--- config.mk ---
export PLATFORM = sky130hd
export DESIGN_NAME = fetch_queue
export DESIGN_NICKNAME = d
export VERILOG_FILES = /design/src/rtl/fetch_queue.sv
export SDC_FILE = /design/constraint.sdc
export NUM_CORES = 1
export LEC_CHECK = 0
export BUFFER_PORTS_ARGS = -buffer_cell sky130_fd_sc_hd__clkbuf_2
export CORE_ASPECT_RATIO = 1.1
export CORE_MARGIN = 8
export CORE_UTILIZATION = 25
export DETAILED_ROUTE_END_ITERATION = 7
export PLACE_DENSITY_LB_ADDON = 0.08
export SLEW_MARGIN = 30
export SYNTH_ARGS = -nofsm -noshare
export SYNTH_HDL_FRONTEND = slang
export SYNTH_SLANG_ARGS = --single-unit
--- constraint.sdc ---
create_clock -name clk -period 7.3 [get_ports clk]
set_input_delay 1.46 -clock clk [delete_from_list [all_inputs] [get_ports clk]]
set_output_delay 1.46 -clock clk [all_outputs]
set_load 0.02 [all_outputs]
--- src/rtl/fetch_queue.sv ---
// Dual-issue fetch/decode instruction buffer: circular store of {instr, pc},
// show-ahead read of the two oldest entries, stall and flush handling.

module fq_lane #(
    parameter int WIDTH = 32
) (
    input  logic             valid,
    input  logic [WIDTH-1:0] instr_in,
    input  logic [WIDTH-1:0] pc_in,
    output logic [WIDTH-1:0] instr_out,
    output logic [WIDTH-1:0] pc_out
);
    // Invalid lanes read as zero so decode never sees stale storage.
    assign instr_out = valid ? instr_in : '0;
    assign pc_out    = valid ? pc_in    : '0;
endmodule

module fetch_queue #(
    parameter int DEPTH = 8,
    parameter int WIDTH = 32
) (
    input  logic                       clk,
    input  logic                       reset,
    input  logic                       flushd,
    input  logic [1:0]                 enq_valid,
    input  logic [WIDTH-1:0]           instrf,
    input  logic [WIDTH-1:0]           instrf2,
    input  logic [WIDTH-1:0]           pcf,
    input  logic [1:0]                 deq_cnt,
    output logic [WIDTH-1:0]           instrd,
    output logic [WIDTH-1:0]           instrd2,
    output logic [WIDTH-1:0]           pcd,
    output logic [WIDTH-1:0]           pcd2,
    output logic [1:0]                 validd,
    output logic                       stallf,
    output logic [$clog2(DEPTH):0]     count
);
    localparam int NUM_LANES = 2;
    localparam int AW = $clog2(DEPTH);
    localparam int CW = AW + 1;

    typedef struct packed {
        logic [WIDTH-1:0] instr;
        logic [WIDTH-1:0] pc;
    } entry_t;

    entry_t mem [DEPTH];

    logic [AW-1:0] head, tail;
    logic [CW-1:0] count_q;
    logic [1:0]    deq_req, deq_n, enq_n;

    logic [NUM_LANES-1:0]            lane_vld;
    logic [NUM_LANES-1:0][WIDTH-1:0] lane_instr, lane_pc;

    // Stall looks only at registered occupancy, keeping deq_cnt off the fetch path.
    assign stallf = (count_q > CW'(DEPTH - 2));

    always_comb begin
        deq_req = (deq_cnt == 2'd3) ? 2'd2 : deq_cnt;
        deq_n   = (CW'(deq_req) > count_q) ? count_q[1:0] : deq_req;
        enq_n   = 2'd0;
        if (!stallf && !flushd) begin
            if (enq_valid == 2'b01)      enq_n = 2'd1;
            else if (enq_valid == 2'b11) enq_n = 2'd2;
        end
    end

    always_ff @(posedge clk or posedge reset) begin
        if (reset) begin
            head    <= '0;
            tail    <= '0;
            count_q <= '0;
        end else if (flushd) begin
            head    <= '0;
            tail    <= '0;
            count_q <= '0;
        end else begin
            head    <= head + AW'(deq_n);
            tail    <= tail + AW'(enq_n);
            count_q <= count_q + CW'(enq_n) - CW'(deq_n);
        end
    end

    always_ff @(posedge clk) begin
        if (enq_n != 2'd0)
            mem[tail] <= '{instr: instrf, pc: pcf};
        if (enq_n == 2'd2)
            mem[tail + AW'(1)] <= '{instr: instrf2, pc: pcf + WIDTH'(4)};
    end

    for (genvar i = 0; i < NUM_LANES; i++) begin : g_lane
        logic [AW-1:0] rd_idx;
        entry_t        rd_ent;
        assign rd_idx      = head + AW'(i);
        assign rd_ent      = mem[rd_idx];
        assign lane_vld[i] = (count_q > CW'(i));
        fq_lane #(.WIDTH(WIDTH)) u_lane (
            .valid    (lane_vld[i]),
            .instr_in (rd_ent.instr),
            .pc_in    (rd_ent.pc),
            .instr_out(lane_instr[i]),
            .pc_out   (lane_pc[i])
        );
    end

    assign validd  = lane_vld;
    assign instrd  = lane_instr[0];
    assign instrd2 = lane_instr[1];
    assign pcd     = lane_pc[0];
    assign pcd2    = lane_pc[1];
    assign count   = count_q;
endmodule
---- Word level (Yosys, flattened, before mapping) ----
Memories as Yosys holds them, arrays and structs flattened.
Index checks and enable logic that the tools add are counted.
operators by class
  magnitude comparators ................... 4
  equality and inequality tests ........... 4
  reduce and logical (&&, ||, !) cells .... 4
  add/sub/neg operators ................... 7
  multiplexer cells ....................... 16
operators by type and width
  cell                     number
  $mux W32                 4
  $add A32 B3 Y32 const B  1
  $mux W2                  5
  $gt A4 B1 Y1 const B     2
  $add A3 B1 Y3 const B    2
  $add A3 B2 Y3            2
  $eq A2 B2 Y1 const B     3
  $mux W3                  2
  $add A4 B2 Y4            1
  $gt A2 B4 Y1             1
  $gt A4 B3 Y1 const B     1
  $mux W1                  4
  $mux W4                  1
  $sub A4 B2 Y4            1
  $eq A2 B1 Y1 const B     1
  $logic_not A1 Y1         2
  $reduce_bool A2 Y1       1
  $logic_and A1 B1 Y1      1
word-level totals
  logic and storage cells ................. 39
  memory bits (writable) .................. 512
  bits of input ports ..................... 103
  output and inout bits ................... 135
  memories kept ........................... 1
  register bits after elaboration ......... 10
memories
  memory  words  width  read ports  clocked after memory_dff  write ports  line  RTL
  mem     8      64     2           0                         2            47    entry_t mem [DEPTH];

---- Longest topological paths before layout ----
  depth in word-level cells ............... 7
  depth in mapped cells ................... 13
  depth with buffers taken out ............ 13

---- Modules after synthesis ----
From an unflattened synthesis, not the netlist that was laid out.
second synthesis, totals
  cells, all modules ...................... 2,712
  area total of the unflattened synthesis .. 32,063.3 µm²
modules (own cells, without submodules)
  module       area each (µm²)  cells each  seq. area each (µm²)  instances
  fetch_queue  31,042.3         2,572       15,625.0              1
  fq_lane      510.5            70          0.0                   2

---- Worst setup path after synthesis ----
Ideal clock, no wire load.
  path kind ............................... in2reg
  from .................................... input port enq_valid[0]
  to ...................................... memory mem[0][0] (netlist bit), enable pin
  arrival time ............................ 6,905 ps
  required time ........................... 6,719 ps
  cell stages on the path ................. 4
  slack ................................... -186 ps
  buffers on the path ..................... 0
  library setup time ...................... 581 ps
  path through ............................ nor2b_1 -> nand3_1 -> or2_2 -> o31ai_1
RTL lines
  element          line  RTL
  start, declared  25    input logic [1:0] enq_valid,
  end, declared    47

---- Worst setup path after layout ----
  from .................................... register head[0]
  to ...................................... output port pcd2[2]
between the ends
  longest elaborated chain between the ends .. 3
ends and longest elaborated chain
  element                 line  RTL
  start, declared         49    logic [AW-1:0] head, tail;
  start signal, assigned  79    head <= head + AW'(deq_n);
  $add A3 B1 Y3           95    assign rd_idx = head + AW'(i);
  $mem_v2 Z8 W64          n/a
  $mux W32                15    assign pc_out = valid ? pc_in : '0;
  end, declared           33    output logic [WIDTH-1:0] pcd2,
Every way passes these cells.

==> flow_summary.toml <==
[floorplanning]
rows = 137
core-area_um2 = 127000
die_x_um = 356
initial_core_util_pct = 25.2
ios = 238
floorplan.die.height_um = 390
die_area_um2 = 139000

[yosys]
ys_warn_count = 0
syn-num-nets = 2340
ys_ff_latch = 522
yosysUniqueCellTypes = 51
syn-cell-area_um2 = 31800
synth_cells = 2219
synth_ff_type = "edfxtp_1"
synth-seq-area-share_pct = 49.1
synth-edff-count = 512
synth_area_per_cell_um2 = 14.3
synth-async-reset-ratio_pct = 1.92

[placed_design]
gp_congestion = 0.736
dp_hpwl_mm = 71.5
dpl-instance-area_um2 = 34800
dp.cells = 3955
place.port_buffers = 237
place_ws_ns = 2.29

[power_and_ir_drop]
power.share.sequential_pct = 27.6
leakagePower_nw = 11.9
swShare_pct = 41.1
p_switching_mw = 5.36
vdd_drop_max_uv = 247
power_density_nw_per_um2 = 352
intPower_mw = 7.69
power.share.clock_pct = 26.6
combPwrFrac_pct = 45.8

[sta]
setup_ws_ns = 1.80
setup_viol = 0
finalCriticalPeriod_ns = 5.50
rsz0062_at_grt = "no"
max_slew_margin_pct = 34.1
timing_hold_violations_final = 0
clock.fmax_mhz = 182
finalSetupTns_ns = 0
min_period_over_period_pct = 75.3
slew_violations = 0
skew_ns = 0.0302
tightest_slew_ns = 0.981

[final_layout]
final_cells = 4095
final_layout_size_suffix_gt1_share_pct = 39.6
area_delta_synth_final_pct = 16.5
fin_nets = 2483
final_core_util_pct = 29.3
stdcell_area_um2 = 37100

[route]
detail_route.vias_per_cell = 5.06
wl_mm = 119
dr.pass1.iters = 5
vias = 20700
wl_per_cell_um = 29.2
drtIter0Drc = 1445
drc = 0
ant_nets = 0

[worst_hold_path]
hold_path.class = "register to register"

[setup_path]
crit_type = "register to output port"
critPathLaunchType = "register"
worst_setup_path_end_kind = "output port"
crit_fanout = 62
crit_arrival_ns = 4.04
rrSetupSlack_ns = 3.48
cp.required_ns = 5.84

[cts]
cts.sinks = 522
clk_pin_slew_ns = 0.05
postCtsHoldBufs = 0
cts-root-buf = "clkbuf_16"
clk_latency_ns = 0.63
h-tree-depth = 3
post_cts_buffers = 0
post_cts_resized = 0
cts_tree = "done"
cts_buffers = 72
clock_tree.buffer_depth = 3

[grt]
grt_start_max_net_pins = 126
track_usage_pct = 16.9
antenna_found_initial = 13
grt_most_used_layer = "met2"
grtUsageMet1_pct = 21.7
use_met2_pct = 28.9
overflow = 0
grt_pass1_wl_mm = 171
global_route.usage.met3_pct = 3.30
grt_pass1_vias = 22600

[run_status]
outcome = "finished, final reports clean"

[run]
drv_cap = 0
[cell usage after synthesis (all sizes together), types with 6 or more instances]
master | n | area share [%]
and3 | 9 | 0.18
nand4 | 74 | 1.5
ha | 14 | 0.55
and2 | 8 | 0.16
edfxtp | 512 | 48
xnor2 | 153 | 4.3
nor2 | 80 | 1.1
o21ai | 6 | 0.094
nor4 | 77 | 1.7
a21oi | 67 | 1.1
mux2i | 65 | 2.0
nand3 | 104 | 1.6
nor3 | 14 | 0.24
dfrtp | 10 | 0.79
buf | 150 | 2.7
and4 | 9 | 0.25
clkbuf | 73 | 0.87
nor2b | 9 | 0.18
nand2 | 149 | 1.9
mux2 | 264 | 9.3
xor2 | 87 | 2.5
inv | 11 | 0.13
mux4 | 256 | 18
[metal layers]
layer	up-vias	part of all wire (%)
li1	9028	-
met1	11000	43
met2	539	50
met3	151	5.1
met4	12	2.1
met5	-	0.064
[layout make-up]
class,instances,area (µm²)
fillers,12800,89400
clock inverters,37,251
well taps,1668,2090
diodes,5,12.5
clock buffers,97,2030
inverters,11,41.3
multi-input cells,1463,15200
repair buffers,292,1780
flip-flops and latches,522,15600
[registers in the layout, summed over array words and instances, names as in the netlist]
signal and count:
count 4, mem 512, tail 3, head 3
[power by group through the flow]
stage          clock network [mW]  logic [mW]  registers [mW]
2_1_floorplan                   0        3.86            3.54
3_3_place_gp                    0        6.14            3.66
3_5_place_dp                    0        6.16            3.67
4_1_cts                      3.59        6.18            3.61
5_1_grt                      3.69        6.43            3.62
6_report                     3.47        5.98            3.60
[critical path, cell delays in order (launching register included)]
cell and delay [ns]:
dfrtp_4 0.95, ha_4 0.80, buf_12 0.49, mux4_2 0.30, nand2_1 0.07, a21oi_1 0.37
clkbuf_2 0.25
[through the flow]
| step | power (mW) | hold WS, ns |
|---|---|---|
| final | 13.0 | 0.820 |
| after global routing | 13.7 | 0.843 |
| after CTS | 13.4 | 0.792 |
| after detailed placement | 9.83 | 0.812 |
| after global placement | 9.80 | 0.807 |
| after floorplan | 7.40 | 0.612 |
[kinds of logic (layout without fill, tap and decap cells)]
kind of cell             Yosys count  after routing  synth area share (%)
AO/OA/AOI/OAI                     80             80                  1.32
XOR/XNOR                         240            240                  6.72
adder cells (fa/ha/maj)           18             18                 0.802
buffers and inverters            234            437                  3.66
flip-flops                       522            522                  49.1
multiplexers                     585            585                  29.5
other                              0              5                     0
AND/OR/NAND/NOR                  540            540                  8.91
[cell usage in the layout, fill, tap and decap left out, types with 4 or more instances in the layout]
master / instances
a21oi_1: 66
and2_1: 8
and3_1: 8
and4_1: 8
buf_12: 6
buf_16: 4
buf_4: 41
clkbuf_1: 17
clkbuf_16: 77
clkbuf_2: 237
clkinv_1: 17
clkinv_2: 13
dfrtp_1: 7
diode_2: 5
edfxtp_1: 512
fa_1: 4
ha_1: 13
inv_1: 11
mux2_1: 4
mux2_2: 260
mux2i_1: 65
mux4_2: 256
nand2_1: 139
nand2_2: 9
nand2b_1: 4
nand3_1: 104
nand4_1: 72
nor2_1: 74
nor2b_1: 9
nor3_1: 12
nor4_1: 69
nor4_2: 7
o21ai_4: 5
xnor2_1: 151
xor2_1: 85
[worst paths after layout]
| path | from | to | cells after the start |
|---|---|---|---|
| max | head[0]$_DFF_PP0_ | pcd2[2] | 6 |
| max in group asynchronous | reset | head[1]$_DFF_PP0_ | 2 |
| max reg2reg | tail[1]$_DFF_PP0_ | mem[1][41]$_DFFE_PP_ | 6 |
| min reg2reg | count[3]$_DFF_PP0_ | count[3]$_DFF_PP0_ | 4 |
| min | count[3]$_DFF_PP0_ | count[3]$_DFF_PP0_ | 4 |
| min in group asynchronous | reset | tail[0]$_DFF_PP0_ | 2 |
(Power assumes the default switching activity.)
